$ cat src/rtl/mem_stage_responder.sv
// MEM-stage responder: turns pipeline load/store requests into pmem
// transactions, resolving LDI/STI pointer indirection internally.
module mem_stage_responder #(
  parameter int ADDR_WIDTH = 16,
  parameter int DATA_WIDTH = 16
) (
  input  logic                  clk,
  input  logic                  reset,
  input  logic                  req_read,
  input  logic                  req_write,
  input  logic [1:0]            req_byte_enable,
  input  logic                  req_indirect,
  input  logic [ADDR_WIDTH-1:0] req_addr,
  input  logic [DATA_WIDTH-1:0] req_wdata,
  output logic                  stall,
  output logic                  resp_valid,
  output logic [DATA_WIDTH-1:0] resp_rdata,
  output logic                  pmem_read,
  output logic                  pmem_write,
  output logic [1:0]            pmem_byte_enable,
  output logic [ADDR_WIDTH-1:0] pmem_address,
  output logic [DATA_WIDTH-1:0] pmem_wdata,
  input  logic [DATA_WIDTH-1:0] pmem_rdata,
  input  logic                  pmem_resp
);

  typedef enum logic [1:0] {
    IDLE,
    ACCESS,
    INDIRECT,
    DONE
  } state_t;

  typedef struct packed {
    logic [ADDR_WIDTH-1:0] addr;
    logic [DATA_WIDTH-1:0] wdata;
    logic [1:0]            be;
    logic                  ind;
    logic                  wr;
  } req_t;

  localparam logic [ADDR_WIDTH-1:0] WORD_MASK = ~ADDR_WIDTH'(1);

  state_t                state_q, state_d;
  req_t                  req_q, req_d;
  logic [DATA_WIDTH-1:0] rdata_q, rdata_d;

  assign resp_rdata = rdata_q;

  always_ff @(posedge clk) begin
    if (reset) begin
      state_q <= IDLE;
      req_q   <= '0;
      rdata_q <= '0;
    end else begin
      state_q <= state_d;
      req_q   <= req_d;
      rdata_q <= rdata_d;
    end
  end

  always_comb begin
    state_d          = state_q;
    req_d            = req_q;
    rdata_d          = rdata_q;
    stall            = 1'b0;
    resp_valid       = 1'b0;
    pmem_read        = 1'b0;
    pmem_write       = 1'b0;
    pmem_byte_enable = 2'b11;
    pmem_address     = '0;
    pmem_wdata       = '0;
    unique case (state_q)
      IDLE: begin
        if (req_read || req_write) begin
          stall   = 1'b1;
          req_d   = '{addr:  req_addr,
                      wdata: req_wdata,
                      be:    req_byte_enable,
                      ind:   req_indirect,
                      wr:    req_write};
          state_d = ACCESS;
        end
      end
      ACCESS: begin
        stall        = 1'b1;
        pmem_address = req_q.addr & WORD_MASK;
        // indirect requests always fetch the pointer first
        if (req_q.wr && !req_q.ind) begin
          pmem_write       = 1'b1;
          pmem_byte_enable = req_q.be;
          pmem_wdata       = req_q.wdata;
        end else begin
          pmem_read = 1'b1;
        end
        if (pmem_resp) begin
          if (req_q.ind) begin
            req_d.addr = ADDR_WIDTH'(pmem_rdata);
            state_d    = INDIRECT;
          end else begin
            if (!req_q.wr) rdata_d = pmem_rdata;
            state_d = DONE;
          end
        end
      end
      INDIRECT: begin
        stall        = 1'b1;
        pmem_address = req_q.addr & WORD_MASK;
        if (req_q.wr) begin
          pmem_write = 1'b1;
          pmem_wdata = req_q.wdata;
        end else begin
          pmem_read = 1'b1;
        end
        if (pmem_resp) begin
          if (!req_q.wr) rdata_d = pmem_rdata;
          state_d = DONE;
        end
      end
      DONE: begin
        resp_valid = 1'b1;
        state_d    = IDLE;
      end
      default: state_d = IDLE;
    endcase
  end

endmodule

$ cat config.mk
export PLATFORM = sky130hd
export DESIGN_NAME = mem_stage_responder
export DESIGN_NICKNAME = d
export VERILOG_FILES = /design/src/rtl/mem_stage_responder.sv
export SDC_FILE = /design/constraint.sdc
export NUM_CORES = 1
export LEC_CHECK = 0
export BUFFER_PORTS_ARGS = -buffer_cell sky130_fd_sc_hd__buf_2
export CAP_MARGIN = 30
export CORE_ASPECT_RATIO = 1.2
export CORE_UTILIZATION = 40
export DETAILED_ROUTE_END_ITERATION = 8
export GPL_TIMING_DRIVEN = 0
export PLACE_DENSITY_LB_ADDON = 0.12
export REMOVE_ABC_BUFFERS = 1
export SKIP_CTS_REPAIR_TIMING = 1
export SLEW_MARGIN = 25
export SYNTH_ARGS = -nofsm -noshare
export SYNTH_HDL_FRONTEND = slang
export SYNTH_SLANG_ARGS = --single-unit
$ cat constraint.sdc
create_clock -name clk -period 1.7 [get_ports clk]
set_input_delay 0.255 -clock clk [delete_from_list [all_inputs] [get_ports clk]]
set_output_delay 0.255 -clock clk [all_outputs]
set_load 0.1 [all_outputs]
==> metrics.cfg <==
[routing]
vias = 2704
firstDrtPassIters = 4
viasPerCell = 5.43
drc = 0
wl_per_cell_um = 17.4
drt_iter0_markers = 166
wl_mm = 8.65
drtAntennaViolNets = 0

[floorplanning]
num_io_pins = 110
core_area_mm2 = 0.00613
std_cell_rows = 31
die_x_um = 75.5
die_h_um = 90.2
start_util_pct = 42.3
die_area_mm2 = 0.00681

[yosys]
syn_inst = 312
syn_area_mm2 = 0.00259
ys_types = 32
avgSynthCellArea_um2 = 8.31
ys_seq_area_share_pct = 40.9
postSynth.asyncResetShare_pct = 0
synth_top_cell_by_area = dfxtp_1
synth.top_cells.by_area = dfxtp_1, and2_1, a21oi_1
ys.flop_type = dfxtp_1
ys_ff_latch = 53
synth_edf_count = 0
ys_warn_count = 0
synth_top_area_share_pct = 40.9

[clock_tree]
cts_buffer_depth = 2
clk_latency_ns = 0.32
cts_made_buffers = 5
cts_root_buf = clkbuf_8
cts_tree = built
cts-htree-levels = 2
clkTransAtPathRegs_ns = 0.09
cts.sinks = 53

[global_route]
globalRouteTotalUtil_pct = 21.2
grt_max_degree = 31
grt_antenna_before_repair = 0
grt_pass1_wl_mm = 11.2
grt_overflow = 0
grt_pass1_vias = 2367

[critical_path]
r2r-end = resp_rdata[11]
cpPeakStageDelay_ns = 0.37
reg2reg_slack_ns = -0.18
cp.arrival_ns = 1.89
reg2reg_depth = 8
critical_path_class = register to output port
cp_max_fo = 7
slowest_stage = dfxtp_4
r2r-start = state_q[0]
start_kind = register
path_buf_inv = 3
crit_family = buffers and inverters
worstPathRequired_ns = 1.44
cp-end-kind = output port
crit_path_cell_trace = clkinvlp_4, ha_4, nand2_4, a21oi_4, buf_6, and2_4, buf_12

[power_and_ir_drop]
power_density_mw_per_mm2 = 2370
p_leak_nw = 1.73
p_total_mw = 9.86
ir_drop_uv = 1080

[place]
portBuffers = 107
place_hpwl_mm = 4.95
dpl_cell_area_mm2 = 0.00315
gp_congestion = 0.723

[worst_hold_path]
worstHoldStart = req_byte_enable[0]
hold_path.class = primary input to register
holdPathStages = 3
min_to = req_q[2]

[timing]
skew_ns = 0.00607
hold_violations = 0
fin_crit_sh_pct = 126
max_clock_freq_mhz = 467
setup_viol = 67
final.setup.worst_slack_ns = -0.442
slew_headroom_pct = 66.3
rsz0062_at_grt = true
layout_min_cycle_time_ns = 2.14
final_max_slew_viol_count = 0
tightest_slew_ns = 0.506

[cells_and_area]
areaGrowthSynthToFinish_pct = 60.3
n_antenna_cell = 0
drive_gt1_share_pct = 48.6
final_area_mm2 = 0.00416
nets = 478

[job]
max_cap_viol_count = 0

[run_status]
status = finished with violations
violations = setup timing

[metal layers]
layer / vias up / track usage [%] / share of wire (%)
met2: 100 / 34.2 / 53
met4: 0 / 6.02 / 1.1
met5: - / 0 / 0
met3: 8 / 5.94 / 6.8
met1: 1290 / 27.0 / 40
li1: 1306 / - / -
[cells in the mapped netlist, types with 2 or more instances]
cell / n
buf_6: 2
ha_1: 6
nand3b_1: 2
a221oi_2: 9
a21oi_1: 39
nor2b_1: 2
nor2_1: 7
buf_1: 2
nand4_1: 16
o31ai_1: 16
nand2b_1: 3
a221oi_1: 7
dfxtp_1: 53
nand2_1: 43
buf_2: 8
clkbuf_1: 16
inv_1: 19
and2_1: 32
o22ai_1: 15
o21ai_0: 3
[flip-flops by register name, summed over array words and instances, names as in the netlist]
signal and count:
state_q 2, resp_rdata 16, req_q 35
[cell usage in the layout, fill, tap and decap left out, types with 4 or more instances in the layout]
cell type	n
a221oi_1	7
ha_4	4
buf_2	70
buf_6	6
a221oi_2	9
clkbuf_8	6
buf_4	10
and2_4	31
o31ai_1	16
inv_1	17
a21oi_1	37
dfxtp_1	51
nand4_1	16
nand2_1	41
nor2_1	4
buf_12	36
o22ai_1	15
[power by group]
group	total [mW]	internal [mW]	switching, mW
clock network	0.855	0.429	0.426
registers	1.98	1.69	0.287
logic	7.02	2.32	4.70
[final cells by class]
type / instances / area, um^2
fillers: 517 / 1970
multi-input cells: 212 / 1560
inverters: 19 / 77.6
repair buffers: 125 / 1250
flip-flops and latches: 53 / 1070
clock inverters: 2 / 35.0
clock buffers: 5 / 68.8
well taps: 82 / 103
[metrics by stage]
| step | setup TNS (ns) | util, % | worst slack, ns | hold WS, ns | cells |
|---|---|---|---|---|---|
| 5_1_grt | -17.86 | 67.9 | -0.489 | 0.169 | 498 |
| 4_1_cts | -56.62 | 53.1 | -1.70 | 0.163 | 483 |
| 3_3_place_gp | -68.97 | 50.5 | -1.32 | 0.436 | 472 |
| 6_report | -13.79 | 67.9 | -0.442 | 0.168 | 498 |
| 3_5_place_dp | -42.68 | 51.4 | -1.34 | 0.443 | 476 |
| 2_1_floorplan | -31.18 | - | -1.84 | 0.321 | 283 |
[kinds of logic after synthesis]
kind of cell	Yosys count	synth area share, %
adder cells (fa/ha/maj)	6	2.89
buffers and inverters	48	8.06
AND/OR/NAND/NOR	110	22.3
other	1	0.145
AO/OA/AOI/OAI	94	25.7
flip-flops	53	40.9
[worst register-to-register path, cell delays in order (launching register included)]
cell,delay (ns)
dfxtp_4,0.37
clkinvlp_4,0.12
ha_4,0.32
buf_4,0.12
buf_8,0.12
nor2b_2,0.29
buf_4,0.24
nand4_1,0.11
a21oi_1,0.14
[how the worst max path moves through the flow]
stage	startpoint	end	slack [ns]	cells after the start
after global placement	state_q[1]	pmem_wdata[1]	-1.32	6
after global routing	state_q[0]	pmem_wdata[2]	-0.49	7
final	state_q[0]	pmem_wdata[2]	-0.44	7
after CTS	state_q[1]	pmem_wdata[11]	-1.70	6
after floorplan	state_q[0]	pmem_wdata[14]	-1.84	4
after detailed placement	state_q[1]	pmem_wdata[1]	-1.34	6
No activity file was read; power rests on OpenSTA's default activity.
